File: config.mk
export PLATFORM = sky130hd
export DESIGN_NAME = handshake_pulse_tx
export DESIGN_NICKNAME = d
export VERILOG_FILES = /design/src/rtl/handshake_pulse_tx.sv
export SDC_FILE = /design/constraint.sdc
export NUM_CORES = 1
export LEC_CHECK = 0
export ABC_AREA = 0
export CAP_MARGIN = 30
export CORE_ASPECT_RATIO = 1.25
export CORE_MARGIN = 2
export CORE_UTILIZATION = 60
export CTS_CLUSTER_DIAMETER = 150
export DETAILED_ROUTE_END_ITERATION = 10
export DONT_BUFFER_PORTS = 1
export PLACE_DENSITY = 0.77
export SLEW_MARGIN = 20
export SYNTH_ARGS = -nofsm -noshare
export SYNTH_HDL_FRONTEND = slang
export SYNTH_SLANG_ARGS = --single-unit
File: constraint.sdc
create_clock -name clk -period 3.6 [get_ports clk]
set_input_delay 0.72 -clock clk [delete_from_list [all_inputs] [get_ports clk]]
set_output_delay 0.72 -clock clk [all_outputs]
set_load 0.01 [all_outputs]
File: src/rtl/handshake_pulse_tx.sv
// Multi-channel pulse-to-4-phase-handshake source controller with per-channel
// pending-pulse queueing, saturating pending counters and sticky overflow flags.
module handshake_pulse_tx #(
    parameter int CHANNELS    = 4,
    parameter int SYNC_STAGES = 2,
    parameter int CNT_W       = 3
) (
    input  logic                clk,
    input  logic                reset_n,
    input  logic [CHANNELS-1:0] pulse_in,
    input  logic [CHANNELS-1:0] ack_in,
    input  logic [CHANNELS-1:0] ovf_clr,
    output logic [CHANNELS-1:0] req_out,
    output logic [CHANNELS-1:0] done,
    output logic [CHANNELS-1:0] busy,
    output logic [CHANNELS-1:0] ovf
);

    typedef enum logic [1:0] {
        ST_IDLE    = 2'b00,
        ST_REQ     = 2'b01,
        ST_RELEASE = 2'b10
    } state_t;

    localparam logic [CNT_W-1:0] CNT_MAX = '1;

    for (genvar ch = 0; ch < CHANNELS; ch++) begin : g_ch
        logic [SYNC_STAGES-1:0] sync_q;
        logic                   ack_s;
        state_t                 state_q, state_d;
        logic [CNT_W-1:0]       cnt_q, cnt_d;
        logic                   req_q, done_q, ovf_q;
        logic                   done_d, ovf_d, drop;

        // ack_in is asynchronous; only the last synchronizer stage is ever looked at.
        // NOTE: sequential state uses non-blocking assignments so every flop samples pre-edge values.
        always_ff @(posedge clk or negedge reset_n) begin
            if (!reset_n) begin
                sync_q <= '0;
            end else begin
                sync_q <= {sync_q[SYNC_STAGES-2:0], ack_in[ch]};
            end
        end

        assign ack_s = sync_q[SYNC_STAGES-1];

        // NOTE: every combinational output gets a default first, so no path can infer a latch.
        always_comb begin
            state_d = state_q;
            cnt_d   = cnt_q;
            drop    = 1'b0;
            done_d  = 1'b0;

            if (state_q == ST_IDLE) begin
                // A pulse arriving with a queued launch replaces the consumed entry.
                if (cnt_q != '0) begin
                    state_d = ST_REQ;
                    if (!pulse_in[ch]) begin
                        cnt_d = cnt_q - 1'b1;
                    end
                end else if (pulse_in[ch]) begin
                    state_d = ST_REQ;
                end
            end else if (pulse_in[ch]) begin
                if (cnt_q != CNT_MAX) begin
                    cnt_d = cnt_q + 1'b1;
                end else begin
                    drop = 1'b1;
                end
            end

            case (state_q)
                ST_IDLE: ;
                ST_REQ: begin
                    if (ack_s) begin
                        state_d = ST_RELEASE;
                    end
                end
                ST_RELEASE: begin
                    if (!ack_s) begin
                        state_d = ST_IDLE;
                        done_d  = 1'b1;
                    end
                end
                default: state_d = ST_IDLE;
            endcase

            // Set beats clear when a drop and ovf_clr coincide.
            ovf_d = drop | (ovf_q & ~ovf_clr[ch]);
        end

        always_ff @(posedge clk or negedge reset_n) begin
            if (!reset_n) begin
                state_q <= ST_IDLE;
                cnt_q   <= '0;
                req_q   <= 1'b0;
                done_q  <= 1'b0;
                ovf_q   <= 1'b0;
            end else begin
                state_q <= state_d;
                cnt_q   <= cnt_d;
                req_q   <= (state_d == ST_REQ);
                done_q  <= done_d;
                ovf_q   <= ovf_d;
            end
        end

        assign req_out[ch] = req_q;
        assign done[ch]    = done_q;
        assign ovf[ch]     = ovf_q;
        assign busy[ch]    = (state_q != ST_IDLE) || (cnt_q != '0);
    end

endmodule

==> results of run 1 <==
-- cell families (layout without fill, tap and decap cells) --
logic type,after synthesis,after routing,share of synthesized area [%]
DFF,40,40,45.17
xor gates and xnor gates,7,7,2.767
muxes,4,4,1.807
AOI/OAI and AO/OA,56,56,18.18
and+or+nand+nor,69,69,18.80
adders and majority gates,4,4,3.614
buffers and inverters,39,23,9.655
-- layer usage --
layer	share of wire, %	vias up	global-route usage [%]
li1	-	743	-
met1	39	760	23.91
met2	56	35	35.96
met3	4.1	5	6.952
met4	0.82	0	6.460
met5	0	-	0
-- layout by cell type, fill, tap and decap left out, types with 3 or more instances in the layout --
| master | synthesis | layout |
|---|---|---|
| nor3b_1 | 6 | 6 |
| a21oi_1 | 4 | 4 |
| o21ai_0 | 6 | 6 |
| o22ai_1 | 6 | 6 |
| nor2_4 | 3 | 3 |
| xnor2_1 | 3 | 3 |
| mux2i_1 | 4 | 4 |
| inv_1 | 11 | 11 |
| clkbuf_8 | 0 | 5 |
| or4_1 | 4 | 4 |
| nand2_1 | 6 | 6 |
| dfrtp_1 | 40 | 40 |
| o2bb2ai_1 | 3 | 3 |
| inv_2 | 4 | 4 |
| a31oi_1 | 8 | 8 |
| nand3_1 | 5 | 5 |
| a211oi_1 | 15 | 15 |
| fa_1 | 4 | 4 |
| and2_1 | 4 | 4 |
| or3_1 | 7 | 7 |
| nor2_1 | 17 | 17 |
| nor3_1 | 7 | 7 |
| xor2_1 | 4 | 4 |
-- final timing paths --
check                                             start                      endpoint  slack (ns)
setup / recovery           g_ch[0].state_q[1]$_DFF_PN0_                       busy[0]        1.31
hold / removal                                  reset_n  g_ch[1].cnt_q[0]$_DFFE_PN0P_        0.12
setup reg to reg           g_ch[3].state_q[1]$_DFF_PN0_  g_ch[3].cnt_q[2]$_DFFE_PN0P_        1.59
hold reg to reg             g_ch[3].sync_q[0]$_DFF_PN0_   g_ch[3].sync_q[1]$_DFF_PN0_        0.35
max in group asynchronous                       reset_n   g_ch[3].sync_q[1]$_DFF_PN0_        3.39
min in group clk            g_ch[3].sync_q[0]$_DFF_PN0_   g_ch[3].sync_q[1]$_DFF_PN0_        0.35
-- per-stage QoR --
step                      worst slack, ns  instance area [sq um]  total power [mW]
after detailed placement            1.615                   2107             1.926
after floorplan                     1.597                   2216             1.819
after global routing                1.217                   2215             2.490
final                               1.306                   2215             2.274
after CTS                           1.285                   2215             2.290
after global placement              1.663                   2107             1.825
-- worst max-delay path, delay by kind of cell, from the launching register on --
kind / cells / cell delay, ns
AND/OR/NAND/NOR: 2 / 0.71
buffers and inverters: 1 / 0.11
flip-flops: 1 / 0.46
-- sequential cells by signal, indices dropped and copies added (netlist names) --
name	flops
g_ch.state_q	8
g_ch.sync_q	8
g_ch.ovf_q	4
g_ch.cnt_q	12
g_ch.req_q	4
g_ch.done_q	4
-- final cells by class --
type                    instances  area, sq um  area share, %
clock buffers                   6        72.57          3.277
inverters                      15        56.30          2.542
multi-input cells             140         1001          45.20
well taps                      39        48.80          2.203
clock inverters                 2        35.03          1.582
flip-flops and latches         40         1001          45.20
-- power groups by stage --
stage / combinational (mW) / clock, mW / sequential [mW]
after floorplan: 1.08 / 0 / 0.739
after global placement: 0.956 / 0 / 0.868
after detailed placement: 1.04 / 0 / 0.890
after CTS: 1.04 / 0.363 / 0.883
after global routing: 1.19 / 0.383 / 0.919
final: 1.04 / 0.351 / 0.885
==> impl_metrics.env, run 1 <==
export IMPL_coreArea_sq_um=3513
export IMPL_cts_root_buf="clkbuf_8"
export IMPL_gp_congestion=0.8689
export IMPL_rows=24
export IMPL_start_kind="flip-flop"
export IMPL_dr_pass1_iters=4
export IMPL_power_density_nw_per_um2=1027
export IMPL_drive_gt1_share_pct=10.34
export IMPL_syn_area_per_cell_sq_um=10.12
export IMPL_syn_nets=237
export IMPL_async_flop_share_pct=100.0
export IMPL_yosysMostFrequentCell="dfrtp_1"
export IMPL_ys_types=42
export IMPL_synth_edff_count=0
export IMPL_wl_mm=3.763
export IMPL_vias=1543
export IMPL_dieArea_sq_um=4198
export IMPL_max_slew_worst_pin_slew_ns=0.3614
export IMPL_fin_util_pct=63.03
export IMPL_avgRoutedWirePerCell_um=15.55
export IMPL_antenna_left=0
export IMPL_hold_path_class="in -> async"
export IMPL_diodes=0
export IMPL_tns_ns=0
export IMPL_clk_insertion_delay_late_ns=0.28
export IMPL_clockBufferDepth=2
export IMPL_port_buffers=0
export IMPL_vdd_drop_max_mv=0.5943
export IMPL_pwr_share_comb_pct=45.7
export IMPL_synthCells=219
export IMPL_switching_power_mw=0.9584
export IMPL_cts_buffers=5
export IMPL_yosys_warnings=0
export IMPL_nets=220
export IMPL_grtUsageTotal_pct=20.72
export IMPL_area_growth_pct=-0.05664
export IMPL_pin_count=30
export IMPL_grt_pass1_wl_mm=6.672
export IMPL_status="completed"
export IMPL_period_needed_ns=2.294
export IMPL_post_cts_buffers=0
export IMPL_switching_share_pct=42.14
export IMPL_fill_cells=282
export IMPL_drt_first_iter_violations=85
export IMPL_cts_tree="built"
export IMPL_pwr_share_clk_pct=15.4
export IMPL_fin_crit_sh_pct=63.71
export IMPL_die_h_um=71.95
export IMPL_hold_ws_ns=0.1227
export IMPL_max_freq_mhz=436.0
export IMPL_yosysTopAreaCell="dfrtp_1"
export IMPL_max_stage_delay_ns=0.48
export IMPL_internal_power_mw=1.316
export IMPL_grt_max_degree=41
export IMPL_initial_core_util_pct=63.07
export IMPL_drv_cap=0
export IMPL_path_clk_slew_ns=0.07
export IMPL_grt_pass1_vias=1539
export IMPL_gr_total_overflow=0
export IMPL_hold_viol_final=0
export IMPL_h_tree_depth=2
export IMPL_cp_required_ns=2.88
export IMPL_timing_slew_headroom_pct=75.85
export IMPL_crit_path_top_delay_cell="or4_1"
export IMPL_ys_ff_latch=40
export IMPL_stdcell_count=242
export IMPL_antenna_found_initial=0
export IMPL_ys_flop_type="dfrtp_1"
export IMPL_finalSetupViolCount=0
export IMPL_drc=0
export IMPL_post_place_cells=234
export IMPL_leakagePower_nw=0.8993
export IMPL_place_detailed_hpwl_mm=2.677
export IMPL_seqPwrFrac_pct=38.9
export IMPL_crit_type="reg -> out"
export IMPL_rr_worst_depth=6
export IMPL_cts_resized=0
export IMPL_cp_max_fo=8
export IMPL_cts_sinks=40
export IMPL_ctsHoldBuffers=0
export IMPL_synth_area_leaders="dfrtp_1 45%, a211oi_1 5.1%, buf_4 4.1%"
export IMPL_synthTopCellsByCount="40 x dfrtp_1, 17 x nor2_1, 15 x a211oi_1"
export IMPL_clock_skew_ns=0.003234
export IMPL_synth_seq_area_share_pct=45.17
export IMPL_crit_chain="nor2_4 > inv_2 > or4_1"
export IMPL_drv_slew=0
export IMPL_synth_top_area_share_pct=45.17
export IMPL_cp_arrival_ns=1.57
export IMPL_via_per_inst=6.376
export IMPL_syn_area_sq_um=2216
export IMPL_worst_setup_path_end_kind="output port"
export IMPL_die_x_um=58.36
export IMPL_rsz0062_at_grt="no"
(Power assumes the default switching activity.)
==> inputs of run 2 (changes only) <==
Settings changed: CORE_UTILIZATION 60 to 57, PLACE_DENSITY 0.77 to 0.76.
Clock period 3.6 ns to 2.01 ns, I/O delays scaled along.
==> run 2 against run 1 <==
- clock skew about the same
- global-route usage decreased by 1.6 points
- flip-flop and latch count did not move
- die area grew 4.9%
- sequential share of layout area shrank 1.3 points
- combinational power up 98%
- register-to-register slack got worse by 1.5 ns
- setup slack worse by 1.2 ns
- utilization down 2.2 points
- non-clock buffer count up 8
- critical path type unchanged
- highest routed layer unchanged
==> impl_metrics.env, run 2 (same netlist as run 1, synthesis figures left out) <==
export IMPL_rr_worst_depth=6
export IMPL_max_slew_worst_pin_slew_ns=0.2986
export IMPL_hold_viol_final=0
export IMPL_hold_depth=0
export IMPL_port_buffers=0
export IMPL_power_density_nw_per_um2=1812
export IMPL_diodes=0
export IMPL_cp_arrival_ns=1.54
export IMPL_leakagePower_nw=0.9368
export IMPL_finalSetupViolCount=0
export IMPL_initial_core_util_pct=59.03
export IMPL_pwr_share_comb_pct=49.7
export IMPL_antenna_found_initial=0
export IMPL_drt_first_iter_violations=103
export IMPL_dr_pass1_iters=4
export IMPL_cts_buffers=5
export IMPL_min_from="ack_in[3]"
export IMPL_crit_chain="or3_1 > or3_1"
export IMPL_seqCellArea_sq_um=1002
export IMPL_clockBufferDepth=2
export IMPL_timing_slew_headroom_pct=79.92
export IMPL_timing_rr_end="g_ch[3].cnt_q[2]$_DFFE_PN0P_"
export IMPL_worst_path_stages=2
export IMPL_rows=25
export IMPL_cts_root_buf="clkbuf_8"
export IMPL_r2r_start="g_ch[3].state_q[0]$_DFF_PN0_"
export IMPL_drc=0
export IMPL_critPathMostFrequentCell="or3_1"
export IMPL_clock_skew_ns=0.002790
export IMPL_switching_power_mw=1.774
export IMPL_vdd_drop_max_mv=0.7832
export IMPL_drv_cap=0
export IMPL_largest_register="g_ch.cnt_q"
export IMPL_cts_sinks=40
export IMPL_drv_slew=0
export IMPL_clk_insertion_delay_late_ns=0.29
export IMPL_dieArea_sq_um=4405
export IMPL_via_per_inst=6.422
export IMPL_area_growth_pct=3.106
export IMPL_hold_path_class="in -> reg"
export IMPL_dp_slack_ns=-0.03145
export IMPL_grt_max_degree=41
export IMPL_start_kind="flip-flop"
export IMPL_final_common_cell="dfrtp_1"
export IMPL_largest_reg_flops=12
export IMPL_max_freq_mhz=515.5
export IMPL_r2r_slack_ns=0.09
export IMPL_vias=1612
export IMPL_critPathLaunch="g_ch[1].state_q[1]$_DFF_PN0_"
export IMPL_die_h_um=73.71
export IMPL_fin_crit_sh_pct=96.52
export IMPL_wl_mm=3.938
export IMPL_tns_ns=0
export IMPL_antenna_left=0
export IMPL_reg_top3="g_ch.cnt_q x12, g_ch.state_q x8, g_ch.sync_q x8"
export IMPL_h_tree_depth=2
export IMPL_drive_gt1_share_pct=15.17
export IMPL_min_to="g_ch[3].sync_q[0]$_DFF_PN0_"
export IMPL_cts_tree="built"
export IMPL_crit_path_top_delay_cell="dfrtp_2"
export IMPL_period_needed_ns=1.940
export IMPL_mostFrequentLayoutCells="39 x dfrtp_1, 17 x nor2_1, 15 x a211oi_1"
export IMPL_gp_congestion=0.8327
export IMPL_die_x_um=59.77
export IMPL_status="completed"
export IMPL_cp_top_family="simple AND/OR/NAND/NOR gates"
export IMPL_cp_required_ns=1.61
export IMPL_switching_share_pct=42.83
export IMPL_avgRoutedWirePerCell_um=15.69
export IMPL_seqPwrFrac_pct=37.2
export IMPL_max_stage_delay_ns=0.47
export IMPL_critPathBufInv=0
export IMPL_grtUsageTotal_pct=19.08
export IMPL_fill_cells=296
export IMPL_multi_input_area_sq_um=1008
export IMPL_pwr_share_clk_pct=13.2
export IMPL_grt_pass1_wl_mm=6.334
export IMPL_cp_max_fo=7
export IMPL_grt_pass1_vias=1477
export IMPL_place_detailed_hpwl_mm=2.690
export IMPL_pin_count=30
export IMPL_nets=228
export IMPL_gr_total_overflow=0
export IMPL_crit_type="reg -> out"
export IMPL_internal_power_mw=2.367
export IMPL_worst_setup_path_end_kind="output port"
export IMPL_layout_setup_ws_ns=0.06998
export IMPL_path_clk_slew_ns=0.08
export IMPL_coreArea_sq_um=3754
-- run 2: area by class of cell --
cell class	instances	share of cell area, %
multi-input combinational	140	44.14
clock buffer	6	3.614
tap	40	2.191
clock inverter	2	0.4381
timing repair buffer	8	3.286
inverter	15	2.464
sequential	40	43.87
-- run 2: power groups by stage --
stage	combinational [mW]	sequential [mW]	clock [mW]
CTS	2.00	1.53	0.558
global route	2.32	1.59	0.591
finish	2.06	1.54	0.545
detailed placement	1.95	1.54	0
floorplan	1.93	1.32	0
global placement	1.81	1.52	0
-- run 2: worst reg2reg max path, delay by kind of cell, from the launching register on --
family                     cells  cell delay (ns)
buffers and inverters          1             0.10
AOI/OAI and AO/OA              2             0.43
adders and majority gates      1             0.42
and+or+nand+nor                2             0.42
DFF                            1             0.45
-- run 2: how the worst max path moves through the flow --
stage / endpoint / slack, ns
after global placement: g_ch[3].cnt_q[2]$_DFFE_PN0P_ / 0.18
final: busy[1] / 0.07
after detailed placement: g_ch[3].cnt_q[2]$_DFFE_PN0P_ / -0.03
after global routing: g_ch[3].cnt_q[2]$_DFFE_PN0P_ / -0.007
after floorplan: g_ch[2].cnt_q[1]$_DFFE_PN0P_ / 0.17
after CTS: busy[0] / 0.01
-- run 2: routing by layer --
| metal | track usage, % | part of all wire (%) | routed length [um] | vias to the layer above |
|---|---|---|---|---|
| li1 | - | - | - | 769 |
| met5 | 0 | 0 | 0 | - |
| met4 | 7.160 | 1.5 | 60 | 0 |
| met1 | 22.62 | 42 | 1657 | 777 |
| met3 | 5.282 | 6.1 | 241 | 8 |
| met2 | 32.37 | 50 | 1979 | 58 |
-- run 2: repair_timing --
item | CTS | global route
hold buffers | 2 | 0
buffers inserted | 0 | 3
resized for setup | 1 | 2
endpoints found under the hold margin | 40 | 0
pin swaps | 1 | 2
endpoints found under the setup margin | 1 | 4
-- run 2: per-stage QoR --
stage	area, sq um	cells	util, %	hold slack [ns]	total power, mW
finish	2285	251	60.87	0.1364	4.141
floorplan	2216	219	-	0.1064	3.258
global placement	2131	238	56.77	0.1074	3.329
global route	2285	251	60.87	0.1204	4.503
CTS	2258	248	60.17	0.1323	4.085
detailed placement	2131	238	56.77	0.1073	3.492
